<file path="src/rtl/mem_port_arbiter_pkg.sv">
// Shared encodings for the IF/MEM unified RAM port arbiter.
package mem_port_arbiter_pkg;

  typedef enum logic [1:0] {
    ST_IDLE   = 2'd0,
    ST_ACCESS = 2'd1,
    ST_RESP   = 2'd2
  } state_t;

  typedef enum logic {
    OWN_IF  = 1'b0,
    OWN_MEM = 1'b1
  } owner_t;

  localparam int DEFAULT_WAIT_STATES = 1;
  localparam int CNT_W               = 4;
  localparam int MAX_WAIT_STATES     = 15;

endpackage

</file>
<file path="src/rtl/mem_port_arbiter_wait_counter.sv">
// Loadable 4-bit down-counter that times the RAM wait states of one access.
module arb_wait_counter
  import mem_port_arbiter_pkg::*;
(
  input  logic             clock,
  input  logic             reset,
  input  logic             load,
  input  logic [CNT_W-1:0] load_value,
  input  logic             dec,
  output logic [CNT_W-1:0] count,
  output logic             zero
);

  // Load takes priority; decrement saturates at zero so an idle dec is harmless.
  always_ff @(posedge clock or posedge reset) begin
    if (reset) begin
      count <= '0;
    end else if (load) begin
      count <= load_value;
    end else if (dec && (count != '0)) begin
      count <= count - 1'b1;
    end
  end

  assign zero = (count == '0);

endmodule

</file>
<file path="src/rtl/mem_port_arbiter.sv">
// Serialises IF and MEM stage accesses onto one single-ported RAM and stalls the pipeline.
module mem_port_arbiter
  import mem_port_arbiter_pkg::*;
#(
  parameter int WAIT_STATES = DEFAULT_WAIT_STATES,
  parameter int AW          = 8,
  parameter int DW          = 8
) (
  input  logic          clock,
  input  logic          reset,
  input  logic          if_req,
  input  logic [AW-1:0] if_addr,
  output logic [DW-1:0] if_rdata,
  output logic          if_ready,
  input  logic          mem_read,
  input  logic          mem_write,
  input  logic [AW-1:0] mem_addr,
  input  logic [DW-1:0] mem_wdata,
  output logic [DW-1:0] mem_rdata,
  output logic          mem_ready,
  output logic          ram_en,
  output logic          ram_we,
  output logic [AW-1:0] ram_addr,
  output logic [DW-1:0] ram_wdata,
  input  logic [DW-1:0] ram_rdata,
  output logic          stall
);

  // The wait counter is only 4 bits wide, so larger settings cannot be honoured.
  if (WAIT_STATES < 0 || WAIT_STATES > MAX_WAIT_STATES) begin : g_bad_wait_states
    $error("mem_port_arbiter: WAIT_STATES must be within 0..15");
  end

  localparam logic [CNT_W-1:0] WAIT_LOAD = CNT_W'(WAIT_STATES);

  state_t          state;
  owner_t          owner;
  logic [AW-1:0]   lat_addr;
  logic [DW-1:0]   lat_wdata;
  logic            lat_we;
  logic [CNT_W-1:0] cnt;
  logic            cnt_zero;
  logic            mem_req;
  logic            cnt_load;
  logic            cnt_dec;

  assign mem_req  = mem_read | mem_write;
  assign cnt_load = (state == ST_IDLE) && (mem_req || if_req);
  assign cnt_dec  = (state == ST_ACCESS);

  arb_wait_counter u_wait_counter (
    .clock      (clock),
    .reset      (reset),
    .load       (cnt_load),
    .load_value (WAIT_LOAD),
    .dec        (cnt_dec),
    .count      (cnt),
    .zero       (cnt_zero)
  );

  // Grant/access/response sequencer; MEM wins over IF, ready pulses are registered into RESP.
  always_ff @(posedge clock or posedge reset) begin
    if (reset) begin
      state     <= ST_IDLE;
      owner     <= OWN_IF;
      lat_addr  <= '0;
      lat_wdata <= '0;
      lat_we    <= 1'b0;
      if_rdata  <= '0;
      mem_rdata <= '0;
      if_ready  <= 1'b0;
      mem_ready <= 1'b0;
    end else begin
      if_ready  <= 1'b0;
      mem_ready <= 1'b0;
      case (state)
        ST_IDLE: begin
          if (mem_req) begin
            owner     <= OWN_MEM;
            lat_addr  <= mem_addr;
            lat_wdata <= mem_wdata;
            lat_we    <= mem_write;
            state     <= ST_ACCESS;
          end else if (if_req) begin
            owner     <= OWN_IF;
            lat_addr  <= if_addr;
            lat_wdata <= mem_wdata;
            lat_we    <= 1'b0;
            state     <= ST_ACCESS;
          end
        end
        ST_ACCESS: begin
          if (cnt_zero) begin
            if (owner == OWN_IF) begin
              if_rdata <= ram_rdata;
              if_ready <= 1'b1;
            end else begin
              if (!lat_we) begin
                mem_rdata <= ram_rdata;
              end
              mem_ready <= 1'b1;
            end
            state <= ST_RESP;
          end
        end
        ST_RESP: begin
          state <= ST_IDLE;
        end
        default: begin
          state <= ST_IDLE;
        end
      endcase
    end
  end

  assign ram_en    = (state == ST_ACCESS);
  assign ram_we    = ram_en & lat_we;
  assign ram_addr  = lat_addr;
  assign ram_wdata = lat_wdata;

  // A requester is frozen until its completion pulse; reset forces the stall low.
  assign stall = ~reset & ((if_req & ~if_ready) | (mem_req & ~mem_ready));

endmodule

</file>
<file path="config.mk">
export PLATFORM = sky130hd
export DESIGN_NAME = mem_port_arbiter
export DESIGN_NICKNAME = d
export VERILOG_FILES = /design/src/rtl/mem_port_arbiter_pkg.sv /design/src/rtl/mem_port_arbiter_wait_counter.sv /design/src/rtl/mem_port_arbiter.sv
export SDC_FILE = /design/constraint.sdc
export NUM_CORES = 1
export LEC_CHECK = 0
export CORE_ASPECT_RATIO = 1.5
export CORE_MARGIN = 2
export CORE_UTILIZATION = 38
export DETAILED_ROUTE_END_ITERATION = 7
export PLACE_DENSITY = 0.72
export SETUP_SLACK_MARGIN = 0.15
export SLEW_MARGIN = 10
export SYNTH_ARGS = -nofsm -noshare
export SYNTH_HDL_FRONTEND = slang
export SYNTH_SLANG_ARGS = --single-unit
</file>
<file path="constraint.sdc">
create_clock -name clock -period 4.8 [get_ports clock]
set_clock_uncertainty 0.2 [all_clocks]
set_input_delay 0.72 -clock clock [delete_from_list [all_inputs] [get_ports clock]]
set_output_delay 0.72 -clock clock [all_outputs]
set_load 0.05 [all_outputs]
</file>
==> flow_metrics.py <==
metrics = {
    "run_status": {
        "status": "finished, final reports clean",
    },
    "clock_tree": {
        "h-tree-depth": 2,
        "path_clk_slew_ns": 0.08,
        "cts_tree": "yes",
        "clk_latency_ns": 0.29,
        "cts_root_buffer": "clkbuf_8",
        "cts_buffer_depth": 2,
        "cts-buffers-inserted": 5,
        "clock-sinks": 42,
        "cts_resized": 0,
        "postCtsHoldBufs": 0,
        "cts_setup_buffers": 0,
    },
    "timing": {
        "tightest_slew_ns": 0.6135,
        "post-route-min-period_ns": 3.334,
        "setup_viol": 0,
        "fin_tns_setup_ns": 0,
        "drv_slew": 0,
        "finalHoldViolations": 0,
        "finalCritPeriodShare_pct": 69.46,
        "fmax_mhz": 299.9,
        "setup_ws_ns": 1.466,
        "relSlewSlack_pct": 59.10,
        "rsz0062_at_grt": "no",
    },
    "yosys": {
        "synth_adder_area_share_pct": 1.368,
        "synthArstFlopShare_pct": 100.0,
        "synth_edf_count": 0,
        "synth_top_family_by_area": "multiplexers",
        "ys_ff_latch": 42,
        "synthTopCellsByArea": "dfrtp_1 57%, mux2_2 10%, mux2_4 6.6%",
        "synthFlopType": "dfrtp_1",
        "synth_compound_gate_area_share_pct": 8.892,
        "synth-simple-area-share_pct": 6.977,
        "syn_area_um2": 1829,
        "synth_nets": 179,
        "ys_types": 33,
        "seq_area_frac_synth_pct": 57.46,
        "avgSynthCellArea_um2": 13.07,
        "yosys_warnings": 0,
        "yosysTopAreaCell": "dfrtp_1",
        "synth_mux_area_share_pct": 21.96,
        "synthXorXnorAreaFrac_pct": 0,
        "synth_cells": 140,
        "synth_top_cell_area_share_pct": 57.46,
    },
    "route": {
        "antenna_left": 0,
        "detail_route.wirelength_mm": 4.128,
        "vias_per_cell": 4.964,
        "vias": 1390,
        "wl_per_cell_um": 14.74,
        "drc": 0,
        "first_pass_iters": 4,
        "drt_iter0_drc": 65,
    },
    "floorplan": {
        "die_area_um2": 5396,
        "rows": 30,
        "die_h_um": 88.98,
        "start_util_pct": 39.95,
        "die_x_um": 60.65,
        "ios": 74,
        "core-area_um2": 4579,
    },
    "power": {
        "power_density_nw_per_um2": 812.4,
        "p_int_mw": 1.187,
        "peakVddDrop_mv": 0.3519,
        "p_switching_mw": 1.031,
        "switching_share_pct": 46.49,
        "p_seq_share_pct": 28.3,
        "p_comb_share_pct": 59.5,
        "power.leakage_nw": 1.202,
        "p_clk_share_pct": 12.2,
    },
    "critical_path": {
        "crit_path_max_incr_delay_ns": 0.81,
        "worstPathRequired_ns": 3.88,
        "path_max_fanout": 4,
        "path_class": "in -> out",
        "crit_chain": "clkdlybuf4s50_1 -> inv_1 -> o22ai_1 -> and2_1 -> clkdlybuf4s50_1",
        "worst_setup_path_end_kind": "primary output",
        "cp-start-kind": "primary input",
        "slowest_stage": "clkdlybuf4s50_1",
        "arrival_ns": 2.41,
        "crit_top_cell": "clkdlybuf4s50_1",
    },
    "layout": {
        "drive_above_1_share_pct": 17.13,
        "antennaDiodeCount": 0,
        "utilization_pct": 59.62,
        "area_delta_synth_final_pct": 49.25,
        "final_nets": 254,
    },
    "global_routing": {
        "grt_pass1_vias": 1433,
        "grt_max_degree": 43,
        "gr-total-overflow": 0,
        "grt_pass1_wl_mm": 6.458,
        "track_usage_pct": 15.87,
        "antenna_found_initial": 0,
    },
    "place": {
        "post-place-ws_ns": 1.483,
        "gp_congestion": 0.7481,
        "port_buffers": 73,
        "dpl.hpwl_mm": 3.200,
    },
    "hold_path": {
        "hp-class": "reg -> reg",
    },
    "run": {
        "maxCapViolations": 0,
    },
}
==> stage by stage <==
stage,area [um^2],std cells,power (mW),hold slack (ns)
detailed placement,2620,272,1.961,0.2919
finish,2730,280,2.218,0.3072
floorplan,1829,140,1.525,0.2844
CTS,2730,280,2.239,0.3109
global placement,2620,272,1.927,0.2885
global route,2730,280,2.333,0.3174
==> cells in the mapped netlist (2+ instances only) <==
| cell | count |
|---|---|
| a21oi_1 | 9 |
| a31oi_1 | 8 |
| and2_1 | 2 |
| clkbuf_1 | 4 |
| dfrtp_1 | 42 |
| ha_1 | 2 |
| inv_1 | 7 |
| mux2_2 | 17 |
| mux2_4 | 8 |
| mux2i_1 | 9 |
| nand2_1 | 2 |
| nor2_1 | 4 |
| nor3_1 | 2 |
| o21ai_0 | 4 |
| or3_1 | 2 |
==> metal layers <==
layer / global-route usage (%) / wire [um]
met1: 18.20 / 1614
met2: 28.45 / 2156
met3: 4.631 / 331
met4: 3.953 / 25
met5: 0 / 0
==> cells by family (layout without fill, tap and decap cells) <==
logic type               after synthesis  count (layout)
AND/OR/NAND/NOR                       21              21
flip-flops                            42              42
multiplexers                          34              34
buffers and inverters                 14              90
AO/OA/AOI/OAI                         27              27
adder cells (fa/ha/maj)                2               2
==> layout make-up <==
type / count / area, um^2
Sequential cell: 42 / 1051
Multi-Input combinational cell: 84 / 716.9
Tap cell: 64 / 80.08
Clock buffer: 6 / 72.57
Fill cell: 393 / 1849
Clock inverter: 2 / 37.54
Inverter: 7 / 26.28
Timing Repair Buffer: 75 / 745.7
==> power groups by stage <==
stage          clock [mW]  combinational, mW  sequential, mW
3_5_place_dp            0               1.33           0.632
2_1_floorplan           0              0.408            1.12
3_3_place_gp            0               1.30           0.625
6_report            0.271               1.32           0.627
4_1_cts             0.279               1.33           0.629
5_1_grt             0.295               1.39           0.648
==> final timing paths <==
path | slack [ns] | cells after the start | to | start
worst max-delay path | 1.47 | 5 | stall | if_req
worst min-delay path | 0.31 | 1 | ram_wdata[7]$_DFFE_PP0N_ | ram_wdata[7]$_DFFE_PP0N_
worst max register to register | 2.34 | 5 | if_rdata[6]$_DFFE_PP0P_ | u_wait_counter.count[0]$_DFFE_PP0P_
worst min register to register | 0.31 | 1 | ram_wdata[7]$_DFFE_PP0N_ | ram_wdata[7]$_DFFE_PP0N_
max in group asynchronous | 3.34 | 3 | if_rdata[7]$_DFFE_PP0P_ | reset
min in group asynchronous | 0.71 | 3 | owner$_DFFE_PP0N_ | reset
==> worst max-delay path: cells and delay by family <==
kind            cells  cell delay (ns)
compound gates      1             0.15
buf+inv             3             1.41
simple gates        1             0.14
==> state kept, by name, summed over array words and instances, names as in the netlist <==
register	count
ram_addr	8
owner	1
if_rdata	8
ram_wdata	8
state	2
mem_rdata	8
mem_ready	1
if_ready	1
lat_we	1
u_wait_counter.count	4
==> cell usage in the layout, fill, tap and decap left out, types with 2 or more instances in the layout <==
cell	instances
nor3_1	2
clkdlybuf4s50_1	73
a21oi_1	9
and2_1	2
a31oi_1	8
nor2_1	4
or3_1	2
mux2i_1	9
inv_1	7
nand2_1	2
buf_4	2
clkbuf_8	5
mux2_2	17
ha_1	2
o21ai_0	4
mux2_4	8
dfrtp_1	42
No activity file was read; power rests on OpenSTA's default activity.
